[config.mk]
export PLATFORM = sky130hd
export DESIGN_NAME = history_reader
export DESIGN_NICKNAME = d
export VERILOG_FILES = /design/src/rtl/history_reader.sv
export SDC_FILE = /design/constraint.sdc
export NUM_CORES = 1
export LEC_CHECK = 0
export ABC_CLOCK_PERIOD_IN_PS = 1680
export CORE_MARGIN = 5
export CORE_UTILIZATION = 45
export CTS_BUF_LIST = sky130_fd_sc_hd__clkbuf_4
export DETAILED_ROUTE_END_ITERATION = 10
export PLACE_DENSITY = 0.75
export SLEW_MARGIN = 20
export SYNTH_ARGS = -nofsm -noshare
export SYNTH_HDL_FRONTEND = slang
export SYNTH_SLANG_ARGS = --single-unit
[constraint.sdc]
create_clock -name clk -period 1.68 [get_ports clk]
set_input_delay 0.168 -clock clk [delete_from_list [all_inputs] [get_ports clk]]
set_output_delay 0.168 -clock clk [all_outputs]
set_load 0.02 [all_outputs]
[src/rtl/history_reader.sv]
// End-of-day playback sequencer for the hourly history RAM: walks addresses 0..NUM_ENTRIES-1,
// one entry per tick, presenting each entry to the display and tracking the busiest hour.
module history_reader #(
   parameter int ADDR_W      = 4,
   parameter int DATA_W      = 4,
   parameter int NUM_ENTRIES = 8,
   parameter int RD_LAT      = 1
) (
   input  logic              clk,
   input  logic              reset,
   input  logic              start,
   input  logic              abort,
   input  logic              tick,
   input  logic              loop,
   output logic [ADDR_W-1:0] rd_addr,
   input  logic [DATA_W-1:0] rd_data,
   output logic [ADDR_W-1:0] disp_addr,
   output logic [DATA_W-1:0] disp_val,
   output logic              disp_valid,
   output logic [ADDR_W-1:0] peak_addr,
   output logic [DATA_W-1:0] peak_val,
   output logic              busy,
   output logic              done
);

   localparam logic [ADDR_W-1:0] LAST_ADDR = ADDR_W'(NUM_ENTRIES - 1);
   localparam logic [1:0]        CNT_LAST  = 2'(RD_LAT);

   typedef enum logic [1:0] {
      IDLE,
      FETCH,
      SHOW,
      DONE
   } state_t;

   state_t              state, state_next;
   logic [1:0]          fetch_cnt, cnt_next;
   logic [ADDR_W-1:0]   addr_next, daddr_next, paddr_next;
   logic [DATA_W-1:0]   dval_next, pval_next;
   logic                dvalid_next;
   logic                peak_seen, seen_next;

   always_ff @(posedge clk or negedge reset) begin
      if (!reset) begin
         state      <= IDLE;
         fetch_cnt  <= '0;
         rd_addr    <= '0;
         disp_addr  <= '0;
         disp_val   <= '0;
         disp_valid <= 1'b0;
         peak_addr  <= '0;
         peak_val   <= '0;
         peak_seen  <= 1'b0;
         busy       <= 1'b0;
         done       <= 1'b0;
      end else begin
         state      <= state_next;
         fetch_cnt  <= cnt_next;
         rd_addr    <= addr_next;
         disp_addr  <= daddr_next;
         disp_val   <= dval_next;
         disp_valid <= dvalid_next;
         peak_addr  <= paddr_next;
         peak_val   <= pval_next;
         peak_seen  <= seen_next;
         busy       <= (state_next == FETCH) || (state_next == SHOW);
         done       <= (state_next == DONE);
      end
   end

   // peak_seen forces the first capture of a pass to load the peak even when the value is 0.
   always_comb begin
      state_next  = state;
      cnt_next    = fetch_cnt;
      addr_next   = rd_addr;
      daddr_next  = disp_addr;
      dval_next   = disp_val;
      dvalid_next = disp_valid;
      paddr_next  = peak_addr;
      pval_next   = peak_val;
      seen_next   = peak_seen;

      if (abort) begin
         state_next  = IDLE;
         addr_next   = '0;
         dvalid_next = 1'b0;
      end else begin
         case (state)
            IDLE, DONE: begin
               if (start) begin
                  state_next  = FETCH;
                  addr_next   = '0;
                  cnt_next    = '0;
                  dvalid_next = 1'b0;
                  paddr_next  = '0;
                  pval_next   = '0;
                  seen_next   = 1'b0;
               end
            end
            FETCH: begin
               if (fetch_cnt == CNT_LAST) begin
                  state_next  = SHOW;
                  daddr_next  = rd_addr;
                  dval_next   = rd_data;
                  dvalid_next = 1'b1;
                  seen_next   = 1'b1;
                  if (!peak_seen || (rd_data > peak_val)) begin
                     paddr_next = rd_addr;
                     pval_next  = rd_data;
                  end
               end else begin
                  cnt_next = fetch_cnt + 2'd1;
               end
            end
            SHOW: begin
               if (tick) begin
                  if (rd_addr >= LAST_ADDR) begin
                     if (loop) begin
                        state_next = FETCH;
                        addr_next  = '0;
                        cnt_next   = '0;
                     end else begin
                        state_next = DONE;
                     end
                  end else begin
                     state_next = FETCH;
                     addr_next  = rd_addr + 1'b1;
                     cnt_next   = '0;
                  end
               end
            end
            default: state_next = IDLE;
         endcase
      end
   end

endmodule
* After elaboration in Yosys (flattened, before gate mapping)
Index checks and enable logic that the tools add are counted.
** Operators by class
- Add/subtract/negate cells :: 2
- Equal/unequal tests :: 17
- $lt $le $gt $ge :: 2
- Reduce and logical (&&, ||, !) cells :: 14
- Bitwise gates (word level) :: 1
- Muxes and demuxes :: 29
** Operator list (number)
- two-way mux 4 bit :: 9
- case mux 4 bit (2 select lines) :: 3
- two-way mux 2 bit :: 11
- inequality test 3 bit (second input constant) :: 4
- case mux 2 bit (3 select lines) :: 2
- inequality test 2 bit (second input constant) :: 5
- AND reduction 5 bit :: 2
- == test 2 bit (second input constant) :: 4
- AND reduction 4 bit :: 2
- == test 2 x 1 -> 1 bit (second input constant) :: 3
- AND reduction 3 bit :: 2
- nonzero test 3 bit :: 2
- adder 4 x 1 -> 4 bit (second input constant) :: 1
- greater-or-equal comparator 4 x 3 -> 1 bit (second input constant) :: 1
- greater-than comparator 4 bit :: 1
- inequality test 4 bit (second input constant) :: 1
- two-way mux 1 bit :: 3
- adder 2 x 1 -> 2 bit (second input constant) :: 1
- logical NOT 2 bit :: 1
- logical OR 1 bit :: 2
- case mux 1 bit (2 select lines) :: 1
- nonzero test 2 bit :: 1
- OR reduction 2 bit :: 1
- logical NOT 1 bit :: 1
- inverter 1 bit :: 1
** Storage, ports and cells
- Register bits :: 28
- Word-level logic and storage cells :: 76
- Input bits :: 10

* Depth between registers and ports, before layout
- Depth after elaboration :: 7
- Mapped depth :: 8
- Depth with buffers taken out :: 6

* Least setup slack after synthesis
OpenSTA, ideal clock, no wires.
- Kind :: flip-flop to flip-flop
- Start :: register state[0]
- End :: register peak_val[0]
- Stages on the path, launching flop included :: 9
- Setup slack :: -0.158 ns
- Path buffers :: 2
- Required time :: 1.546 ns
- Data arrival time :: 1.704 ns
- Setup time :: 0.134 ns
- Cells stage by stage :: dfrtp_1 > inv_1 > ha_1 > buf_6 > nor2b_1 > or4_4 > buf_6 > nand2_1 > o211ai_1
** Between the ends
- Cells in the longest elaborated chain, start to end :: 4
- Elaborated cells on any way between the ends :: 10
** Ends and longest elaborated chain
- start, declared :: RTL line 36 : state_t state, state_next;
- start signal, assigned :: RTL line 57 : state <= state_next;
- == test 2 bit or logical NOT 2 bit (tied branches) :: RTL line 88 : case (state)
- OR reduction 2 bit :: RTL line 88
- inequality test 2 bit (no source line) or nonzero test 2 bit (tied branches)
- AND reduction 5 bit (no source line)
- end signal, assigned :: RTL line 64 : peak_val <= pval_next;
- end, declared :: RTL line 21 : output logic [DATA_W-1:0] peak_val,
Parallel ways exist; a longest one is shown, timed or not.
A chain may end at the register's enable or synchronous reset.

* Final worst setup path
- Start :: register state[0]
- End :: register peak_val[3]
Same word-level chain as after synthesis.

==> out/results.ini <==
[timing]
holdWs_ps = 194.2
tns_ps = -754.8
fin_crit_sh = 1.058
max_slew.worst_pin.slew_ps = 363.1
drv_slew = 0
finalSetupViolations = 12
fin_skew_ps = 1.359
period_needed_ps = 1778
maxSlewHeadroom = 0.7572
setup_ws_ps = -98.16
fmax_ghz = 0.5624
rsz0062_at_grt = yes
hold_viol = 0

[run_status]
violations = setup timing
status = complete, but fails checks

[route]
drt-wirelength-per-cell_um = 17.42
dr.pass1.iters = 5
drc = 0
postRouteAntennaNets = 0
wl_um = 4600
num_vias = 1498
vias_per_cell = 5.674
drt-initial-drc-count = 78

[yosys]
netlist-cell-type-count = 39
synth_nets = 169
synth_cells = 150
synth_top_area_frac = 0.4473
synth.ff_latch_count = 28
seq_area_frac_synth = 0.4473
yosys.area.top_type = dfrtp_1
yosysWarnings = 0
synth_area_leaders = dfrtp_1, ha_1, mux2_1, nand2_1, o2111ai_1
synth.avg_cell_area_um2 = 10.44
syn_area_mm2 = 0.001567

[worst_setup_path]
cp-endpoint = peak_val[3]
r2r-end = peak_val[3]
cp_max_fo = 8
regToRegSetupSlack_ps = -100
worstPathRequired_ps = 1910
r2r_start = state[0]
worstSetupStartpointType = flop
crit_type = reg2reg
setup.worst_path.start = state[0]
worstPathArrival_ps = 2000
end_kind = flop
reg2regPathDepth = 6

[job]
maxCapViolCount = 0

[clocking]
cts_tree = built
root_buffer = clkbuf_4
cts_buffer_depth = 2
clkLatencyLatePin_ps = 330
numClockSinks = 28
postCtsHoldBufs = 0
clk_pin_slew_ps = 150
cts_max_level = 1
cts_made_buffers = 3

[power_and_ir_drop]
power_density_mw_per_mm2 = 1360
p_leak_nw = 1.045
vdd_drop_max_uv = 972.3

[grt]
grt_pass1_vias = 1591
grt_first_pass_wirelength_um = 7596
grt_usage = 0.1931
antenna_found_initial = 0
grt_overflow = 0
grt_max_degree = 29

[die]
dieArea_mm2 = 0.004761
die_x_um = 69
die_y_um = 69
rows = 21
start_util = 0.4658
core_mm2 = 0.003363
io-pin-count = 33

[placed_design]
gp_congestion = 0.9227
dpl.hpwl_um = 3170
port_buffers = 32

[final_layout]
final_nets = 238
area_delta_synth_final_pct = 50.80
drive_above_1_share = 0.3394
final_common_cell = buf_4
mostFrequentLayoutCells = buf_4, clkdlybuf4s50_1, dfrtp_1, nand2_1, o211ai_1
n_antenna_cell = 0

[worst_hold_path]
hold_class = in2async

## power by group
group,leakage [nW],switching (mW),internal [mW]
logic,0.654,0.977,1.02
clock network,0.0154,0.205,0.0874
registers,0.375,0.106,0.822
## per-layer routing
metal  track usage  share of wire  vias up
li1              -              -      695
met1        0.2338           0.39      742
met3       0.03343          0.054        8
met5             0              0        -
met4       0.06941          0.018        0
met2        0.3411           0.53       53
## cell usage after synthesis (all sizes together)
master and count:
a211oi 1, a21oi 4, a22o 3, a22oi 1, a311oi 2, a32o 1, and2 1, and3 2
buf 4, clkbuf 2, dfrtp 28, ha 9, inv 10, mux2 9, mux2i 1, nand2 21
nand2b 3, nand3 3, nor2 3, nor2b 2, nor3 3, nor3b 1, nor4 1, o2111ai 8
o211ai 9, o21a 2, o21ai 7, o21ba 1, o22ai 1, o311a 1, o41ai 1, or2 3
or2b 1, or4 1
## sequential cells by signal, indices dropped and copies added, names as in the netlist
| register | flops |
|---|---|
| done | 1 |
| disp_addr | 4 |
| disp_valid | 1 |
| busy | 1 |
| state | 2 |
| rd_addr | 4 |
| disp_val | 4 |
| fetch_cnt | 2 |
| peak_val | 4 |
| peak_seen | 1 |
| peak_addr | 4 |
## cells by family after synthesis
kind of cell               after synthesis  synth area share
DFF                                     28            0.4473
and+or+nand+nor                         45            0.1502
AOI/OAI and AO/OA                       42            0.2109
buffers and inverters                   16           0.04872
muxes                                   10           0.07109
adders and majority gates                9           0.07189
## through the flow
step | instances | util | setup slack (ps) | power (mW) | area, um2
3_5_place_dp | 252 | 0.6421 | -162.1 | 2.479 | 2160
3_3_place_gp | 252 | 0.6421 | -119.5 | 2.390 | 2160
5_1_grt | 264 | 0.7024 | -160.8 | 3.413 | 2362
2_1_floorplan | 150 | - | -59.96 | 1.842 | 1595
4_1_cts | 260 | 0.6726 | -42.89 | 2.977 | 2262
6_report | 264 | 0.7024 | -98.16 | 3.214 | 2362
## worst min path at each step
stage	startpoint	to	slack, ps	cells after the start
after floorplan	reset	busy	-130	0
after global placement	disp_val[0]	disp_val[0]	470	2
after detailed placement	disp_addr[2]	disp_addr[2]	480	1
after CTS	reset	peak_val[1]	200	2
after global routing	reset	peak_val[1]	220	2
final	reset	peak_val[0]	190	2
## cell type report
class	instances	area [um2]
Inverter	10	37.54
Multi-Input combinational cell	107	924.6
Fill cell	267	1001
Tap cell	46	57.56
Sequential cell	28	704.4
Clock buffer	3	22.52
Timing Repair Buffer	69	611.8
Clock inverter	1	3.754
## what timing repair did
| item | in CTS | in global routing |
|---|---|---|
| resized for setup | 14 | 21 |
| gates cloned | 0 | 1 |
| pin swaps | 11 | 6 |
| setup endpoints to repair | 25 | 26 |
| buffers inserted | 4 | 3 |
## worst max-delay path: stages (launching register included)
cell and delay, ps:
dfrtp_1 430, inv_2 80, ha_4 220, nor2b_4 140
or4_4 620, nand2_2 110, o211ai_1 80
Power figures use the tool's default switching activity.
